==> config.mk <==
export PLATFORM = sky130hd
export DESIGN_NAME = oddr_tx_serializer
export DESIGN_NICKNAME = d
export VERILOG_FILES = /design/src/rtl/oddr_tx_serializer.sv
export SDC_FILE = /design/constraint.sdc
export NUM_CORES = 1
export LEC_CHECK = 0
export CAP_MARGIN = 20
export CORE_ASPECT_RATIO = 1.75
export CORE_MARGIN = 2
export CORE_UTILIZATION = 35
export DETAILED_ROUTE_END_ITERATION = 6
export PLACE_DENSITY = 0.65
export SLEW_MARGIN = 10
export SYNTH_ARGS = -nofsm -noshare
export SYNTH_HDL_FRONTEND = slang
export SYNTH_SLANG_ARGS = --single-unit
==> constraint.sdc <==
create_clock -name C -period 1.8 [get_ports C]
set_input_delay 0.36 -clock C [delete_from_list [all_inputs] [get_ports C]]
set_output_delay 0.36 -clock C [all_outputs]
set_load 0.005 [all_outputs]
==> src/rtl/oddr_tx_serializer.sv <==
`default_nettype none
// ============================================================================
// Module      : oddr_tx_serializer
// Description : Feeds one ODDR primitive (SAME_EDGE, SYNC reset, CE high).
//               Takes parallel words on a valid/ready interface and drives
//               ODDR D1/D2 with two bits per C cycle. It also sequences the
//               ODDR reset: R is held high for RST_CYCLES edges after RN
//               releases.
// Revision    : 1.0 - initial release
// ----------------------------------------------------------------------------
// Ports
//   C        in   1      clock, shared with the ODDR C input
//   RN       in   1      asynchronous active-low reset
//   EN       in   1      1 = accept words; 0 = finish the current word, then idle
//   S_VALID  in   1      source presents a word on S_DATA
//   S_DATA   in   WIDTH  word to serialize
//   S_READY  out  1      word is taken on a rising C edge with S_VALID & S_READY
//   ODDR_R   out  1      ODDR R (active-high synchronous reset)
//   ODDR_D1  out  1      ODDR D1, sent during the C-high half
//   ODDR_D2  out  1      ODDR D2, sent during the C-low half
//   BUSY     out  1      high while a word is being sent
//   WORD_CNT out  16     accepted-word count, modulo 2^16
// Parameters
//   WIDTH (even, >= 2), RST_CYCLES (>= 1), IDLE (idle line level),
//   MSB_FIRST (0: bit 0 goes out first, 1: bit WIDTH-1 goes out first)
// ============================================================================
module oddr_tx_serializer #(
    parameter int   WIDTH      = 8,
    parameter int   RST_CYCLES = 4,
    parameter logic IDLE       = 1'b0,
    parameter bit   MSB_FIRST  = 1'b0
) (
    input  logic             C,
    input  logic             RN,
    input  logic             EN,
    input  logic             S_VALID,
    input  logic [WIDTH-1:0] S_DATA,
    output logic             S_READY,
    output logic             ODDR_R,
    output logic             ODDR_D1,
    output logic             ODDR_D2,
    output logic             BUSY,
    output logic [15:0]      WORD_CNT
);

    localparam int c_NB = WIDTH / 2;
    localparam int c_BW = (c_NB > 1) ? $clog2(c_NB) : 1;
    localparam int c_HW = $clog2(RST_CYCLES + 1);

    localparam logic [c_BW-1:0] c_LAST_BEAT = c_BW'(c_NB - 1);
    localparam logic [c_BW-1:0] c_BEAT_ONE  = c_BW'(1);
    localparam logic [c_HW-1:0] c_HOLD_INIT = c_HW'(RST_CYCLES);
    localparam logic [c_HW-1:0] c_HOLD_ONE  = c_HW'(1);

    localparam logic [1:0] c_ST_RST_HOLD = 2'd0;
    localparam logic [1:0] c_ST_IDLE     = 2'd1;
    localparam logic [1:0] c_ST_SHIFT    = 2'd2;

    logic [1:0]       r_state;
    logic [c_HW-1:0]  r_hold_cnt;
    logic [c_BW-1:0]  r_beat;
    logic [WIDTH-1:0] r_shift;
    logic             r_oddr_r;
    logic             r_d1;
    logic             r_d2;
    logic             r_busy;
    logic [15:0]      r_word_cnt;

    // Pair 0 is taken straight from S_DATA at the handshake; the remainder of
    // the word is parked in r_shift with the next pair always at the output end.
    logic             w_load_d1;
    logic             w_load_d2;
    logic [WIDTH-1:0] w_load_rest;
    logic             w_shift_d1;
    logic             w_shift_d2;
    logic [WIDTH-1:0] w_shift_rest;
    logic             w_last_beat;
    logic             w_s_ready;
    logic             w_hs;

    generate
        if (MSB_FIRST) begin : g_msb_first
            assign w_load_d1    = S_DATA[WIDTH-1];
            assign w_load_d2    = S_DATA[WIDTH-2];
            assign w_load_rest  = S_DATA << 2;
            assign w_shift_d1   = r_shift[WIDTH-1];
            assign w_shift_d2   = r_shift[WIDTH-2];
            assign w_shift_rest = r_shift << 2;
        end else begin : g_lsb_first
            assign w_load_d1    = S_DATA[0];
            assign w_load_d2    = S_DATA[1];
            assign w_load_rest  = S_DATA >> 2;
            assign w_shift_d1   = r_shift[0];
            assign w_shift_d2   = r_shift[1];
            assign w_shift_rest = r_shift >> 2;
        end
    endgenerate

    assign w_last_beat = (r_beat == c_LAST_BEAT);

    // Ready is offered in the last beat of a word, so the next word follows
    // without an idle beat. With one beat per word it stays high while EN=1.
    assign w_s_ready = EN & ((r_state == c_ST_IDLE) |
                             ((r_state == c_ST_SHIFT) & w_last_beat));
    assign w_hs      = S_VALID & w_s_ready;

    always_ff @(posedge C or negedge RN) begin
        if (!RN) begin
            r_state    <= c_ST_RST_HOLD;
            r_hold_cnt <= c_HOLD_INIT;
            r_beat     <= '0;
            r_shift    <= '0;
            r_oddr_r   <= 1'b1;
            r_d1       <= IDLE;
            r_d2       <= IDLE;
            r_busy     <= 1'b0;
            r_word_cnt <= 16'd0;
        end else begin
            case (r_state)
                c_ST_RST_HOLD: begin
                    r_hold_cnt <= r_hold_cnt - c_HOLD_ONE;
                    // Counter reaching zero on this edge ends the ODDR reset.
                    if (r_hold_cnt == c_HOLD_ONE) begin
                        r_oddr_r <= 1'b0;
                        r_state  <= c_ST_IDLE;
                    end
                end
                c_ST_IDLE: begin
                    if (w_hs) begin
                        r_shift <= w_load_rest;
                        r_d1    <= w_load_d1;
                        r_d2    <= w_load_d2;
                        r_beat  <= '0;
                        r_busy  <= 1'b1;
                        r_state <= c_ST_SHIFT;
                    end
                end
                c_ST_SHIFT: begin
                    if (!w_last_beat) begin
                        r_shift <= w_shift_rest;
                        r_d1    <= w_shift_d1;
                        r_d2    <= w_shift_d2;
                        r_beat  <= r_beat + c_BEAT_ONE;
                    end else if (w_hs) begin
                        r_shift <= w_load_rest;
                        r_d1    <= w_load_d1;
                        r_d2    <= w_load_d2;
                        r_beat  <= '0;
                    end else begin
                        r_d1    <= IDLE;
                        r_d2    <= IDLE;
                        r_busy  <= 1'b0;
                        r_state <= c_ST_IDLE;
                    end
                end
                default: begin
                    // Unreachable encoding: fall back to a fresh ODDR reset.
                    r_state    <= c_ST_RST_HOLD;
                    r_hold_cnt <= c_HOLD_INIT;
                    r_oddr_r   <= 1'b1;
                    r_d1       <= IDLE;
                    r_d2       <= IDLE;
                    r_busy     <= 1'b0;
                end
            endcase

            if (w_hs) begin
                r_word_cnt <= r_word_cnt + 16'd1;
            end
        end
    end

    assign S_READY  = w_s_ready;
    assign ODDR_R   = r_oddr_r;
    assign ODDR_D1  = r_d1;
    assign ODDR_D2  = r_d2;
    assign BUSY     = r_busy;
    assign WORD_CNT = r_word_cnt;

endmodule
`default_nettype wire

Word level (Yosys, flattened, before mapping):

Cells that the tools add are included.

* word-level logic and storage cells: 59
* input port bits: 12
* output and inout port bits: 21
* register bits after elaboration: 35

* add/sub/neg operators: 3
* multiplexer cells: 26
* bitwise gates (word level): 6
* equality and inequality tests: 8
* reduce and logical (&&, ||, !) cells: 7

Operators with widths (count)
* $add 16x1->16 const B: 1
* $mux 8: 2
* $pmux 8 s2: 1
* $mux 2: 6
* $mux 1: 10
* $pmux 1 s3: 3
* $ne 2x2->1 const B: 4
* $reduce_and 4->1: 2
* $pmux 2 s3: 1
* $pmux 3 s2: 1
* $eq 2x2->1 const B: 2
* $pmux 2 s2: 1
* $reduce_and 2->1: 2
* $and 1x1->1: 3
* $eq 3x1->1 const B: 1
* $sub 3x1->3 const B: 1
* $add 2x1->2 const B: 1
* $eq 2x1->1 const B: 1
* $logic_not 2->1: 1
* $not 1->1: 2
* $pmux 1 s2: 1
* $reduce_bool 2->1: 1
* $reduce_or 2->1: 1
* $or 1x1->1: 1

Logic depth before layout (Yosys ltp):

* word-level depth: 8
* depth in mapped cells: 6
* mapped depth without buffers: 6

Least setup slack after synthesis:

Ideal clock, no wire load.

* path type: reg2reg
* from: register r_state[0]
* to: register r_word_cnt[13], in the netlist WORD_CNT[13]
* slack: 162 ps
* clock period less this slack: 1638 ps
* required time: 1677 ps
* setup time: 123 ps
* cell stages (with the launch flop): 7
* arrival: 1515 ps
* cells stage by stage: dfrtp_1 inv_1 ha_1 a21oi_4 nor4_4 nand4_1 xnor2_1

* longest elaborated chain between the ends: 5

Ends and longest elaborated chain
* start, declared: line 59 `logic [1:0] r_state;`
* start signal, assigned: line 109 `r_state <= c_ST_RST_HOLD;`
* start signal, assigned: line 125 `r_state <= c_ST_IDLE;`
* start signal, assigned: line 135 `r_state <= c_ST_SHIFT;`
* $eq 2x2->1: line 104 `((r_state == c_ST_SHIFT) & w_last_beat));`
* $and 1x1->1: line 104
* $or 1x1->1 (*): line 103 `assign w_s_ready = EN & ((r_state == c_ST_IDLE) |`
* $and 1x1->1 (*): line 103
* $and 1x1->1 (*): line 105 `assign w_hs = S_VALID & w_s_ready;`
* end signal, assigned: line 168 `r_word_cnt <= r_word_cnt + 16'd1;`
* end, declared: line 67 `logic [15:0] r_word_cnt;`

Mark *: on every way between the ends. The rest lies on a longest branch, timed or not.
A chain may end at the register's enable or synchronous reset.

Worst setup path after layout:

* from: register r_state[1]
* to: output port S_READY

* longest elaborated chain between the ends: 4

Ends and longest elaborated chain
* $eq 2x2->1: line 104
* $and 1x1->1: line 104
* $or 1x1->1 (*): line 103
* $and 1x1->1 (*): line 103
* end, declared: line 38 `output logic S_READY,`

Marked as above.

==> reports/metrics.yaml <==
cts-root-buf: "clkbuf_8"
crit_arrival_ps: 1360
place.gp.congestion: 0.729
setup_viol: 0
h-tree-depth: 2
ys_types: 37
p_per_area_nw_per_um2: 1450
worstSetupStartpointType: "flop"
first_pass_iters: 4
routed_wire_length_per_instance_um: 13.2
drt_wl_total_um: 3510
postCtsHoldBufs: 0
die_w_um: 56.7
wl_met1_um: 1360
place_ws_ps: -170
worstHoldPathCells: 1
synth_area_um2: 1700
crit_path_end_kind: "primary output"
antenna_found_initial: 0
grt.total_usage_pct: 14.5
combPwrFrac_pct: 44.6
clock_sinks: 35
syn_avg_cell_area_um2: 11.2
worstPathRequired_ps: 1440
ios: 33
final_cell_mix: "dfrtp_1, clkdlybuf4s50_1, buf_4"
switching_share_pct: 33.1
synth_cells: 152
rr_worst_depth: 6
area_growth_pct: 41.4
ys.flop_type: "dfrtp_1"
hp-start: "WORD_CNT[15]"
slew-limit-headroom_pct: 70.7
synth-seq-cells: 35
synth_edf_count: 0
rows: 33
timing.rr.start: "r_state[0]"
wl_met2_um: 1960
timing.rr.end: "r_state[1]"
port_buffers: 32
clock.fmax_mhz: 580
final_cells: 265
cts_tree: "yes"
status: "completed"
ys_async_sr_fraction_pct: 100
drive_above_1_share_pct: 24.9
clkPwrFrac_pct: 21.0
drcViolationCount: 0
clock_skew_ps: 4.36
syn_nets: 173
placed_area_um2: 2240
grt_max_degree: 36
synth_warnings: 0
grt-ovfl-total: 0
core_region_area_um2: 4710
hold_viol: 0
final_area_um2: 2410
path_max_fanout: 4
critical_path_class: "flop to primary output"
die_area_um2: 5460
dp_cells: 255
rrSetupSlack_ps: 150
min_to: "WORD_CNT[15]"
hold_ws_ps: 472
period_share_pct: 95.7
nets: 233
topRoutingLayerUsed: "met4"
die_y_um: 96.3
leakage_nw: 1.12
p_int_mw: 2.34
drv_slew: 0
ir_drop_v: 0.000874
initial_utilization_pct: 36.2
hp-class: "flop to flop"
tightest_slew_ps: 440
ys_seq_area_share_pct: 51.5
drt_iter0_drc: 15
rsz0062_at_grt: "no"
clk_transition_reported_paths_ps: 70
ant_nets: 0
met3_length_um: 133
num_antenna_cells: 0
dpl.hpwl_um: 2570
numCtsBuffers: 5
grt_pass1_vias: 1338
grt_first_pass_wirelength_um: 6120
clk_latency_ps: 280
p_seq_share_pct: 34.5
switchingPower_mw: 1.16
cts_buffer_depth: 2
setup_ws_ps: 76.6
viasPerCell: 5.00
num_vias: 1325
period_needed_ps: 1720
max_cap_violations: 0
-- critical path, cell delays in order, from the launching register on --
cell	delay, ps
dfrtp_2	420
inv_2	70
ha_4	170
a21oi_4	110
and2b_1	190
buf_2	120
-- synthesized netlist by cell type (2+ instances only) --
cell | count | area (µm²)
a21o_1 | 2 | 15.0
a21oi_1 | 8 | 40.0
a22oi_1 | 2 | 15.0
and2_1 | 2 | 12.5
and3_1 | 6 | 37.5
clkbuf_1 | 2 | 7.51
dfrtp_1 | 33 | 826
dfstp_2 | 2 | 52.6
ha_1 | 9 | 113
inv_1 | 10 | 37.5
mux2_2 | 3 | 33.8
nand2_1 | 13 | 48.8
nand2b_1 | 2 | 12.5
nand3_1 | 3 | 15.0
nand4_1 | 5 | 31.3
nor2_1 | 2 | 7.51
nor2b_1 | 2 | 12.5
nor3_1 | 3 | 15.0
o21ai_0 | 7 | 35.0
o22ai_1 | 6 | 37.5
xnor2_1 | 8 | 70.1
xor2_1 | 7 | 61.3
-- power groups by stage --
| stage | registers, mW | logic, mW | clock network [mW] |
|---|---|---|---|
| 6_report | 1.21 | 1.56 | 0.733 |
| 2_1_floorplan | 1.18 | 0.811 | 0 |
| 5_1_grt | 1.24 | 1.76 | 0.788 |
| 3_3_place_gp | 1.20 | 1.45 | 0 |
| 3_5_place_dp | 1.20 | 1.47 | 0 |
| 4_1_cts | 1.21 | 1.55 | 0.760 |
-- how the worst max path moves through the flow --
stage | slack, ps | startpoint | cells after the start | endpoint
3_5_place_dp | -170 | EN | 5 | WORD_CNT[13]
5_1_grt | 6 | EN | 5 | WORD_CNT[13]
2_1_floorplan | 160 | r_state[0] | 6 | WORD_CNT[13]
6_report | 80 | r_state[1] | 5 | S_READY
4_1_cts | 6 | r_state[0] | 5 | S_READY
3_3_place_gp | -140 | EN | 3 | S_READY
-- sequential cells by signal, indices dropped and copies added (netlist names) --
name / flops
ODDR_R: 1
ODDR_D2: 1
r_hold_cnt: 3
WORD_CNT: 16
r_beat: 2
r_shift: 8
r_state: 2
ODDR_D1: 1
BUSY: 1
-- layout make-up --
cell class | count | area, µm²
clock inverters | 2 | 35.0
well taps | 52 | 65.1
multi-input cells | 105 | 821
clock buffers | 6 | 82.6
fillers | 460 | 2300
repair buffers | 55 | 488
inverters | 10 | 37.5
flip-flops and latches | 35 | 881
-- layer usage --
layer | vias up | GRT usage, %
met5 | - | 0
li1 | 658 | -
met2 | 30 | 27.7
met4 | 0 | 5.23
met3 | 5 | 3.36
met1 | 632 | 15.2
-- per-stage QoR --
step,power (mW),util [%],TNS (ps)
floorplan,1.99,-,0
global placement,2.64,47.6,-1230
detailed placement,2.67,47.6,-2060
CTS,3.52,51.0,0
global route,3.79,51.2,0
finish,3.50,51.2,0
-- what timing repair did --
item                                    CTS  global route
gates resized for setup                  13             2
pin swaps                                 2             2
setup buffers                             2             0
endpoints found under the setup margin    1            11
-- kinds of logic (layout without fill, tap and decap cells) --
logic type | after synthesis | in the layout | synth area share, %
AND/OR/NAND/NOR | 44 | 44 | 15.3
adder cells (fa/ha/maj) | 9 | 9 | 6.61
multiplexers | 4 | 4 | 2.57
flip-flops | 35 | 35 | 51.5
buffers and inverters | 12 | 73 | 2.64
AO/OA/AOI/OAI | 33 | 33 | 13.6
XOR/XNOR | 15 | 15 | 7.71
(Power assumes the default switching activity.)
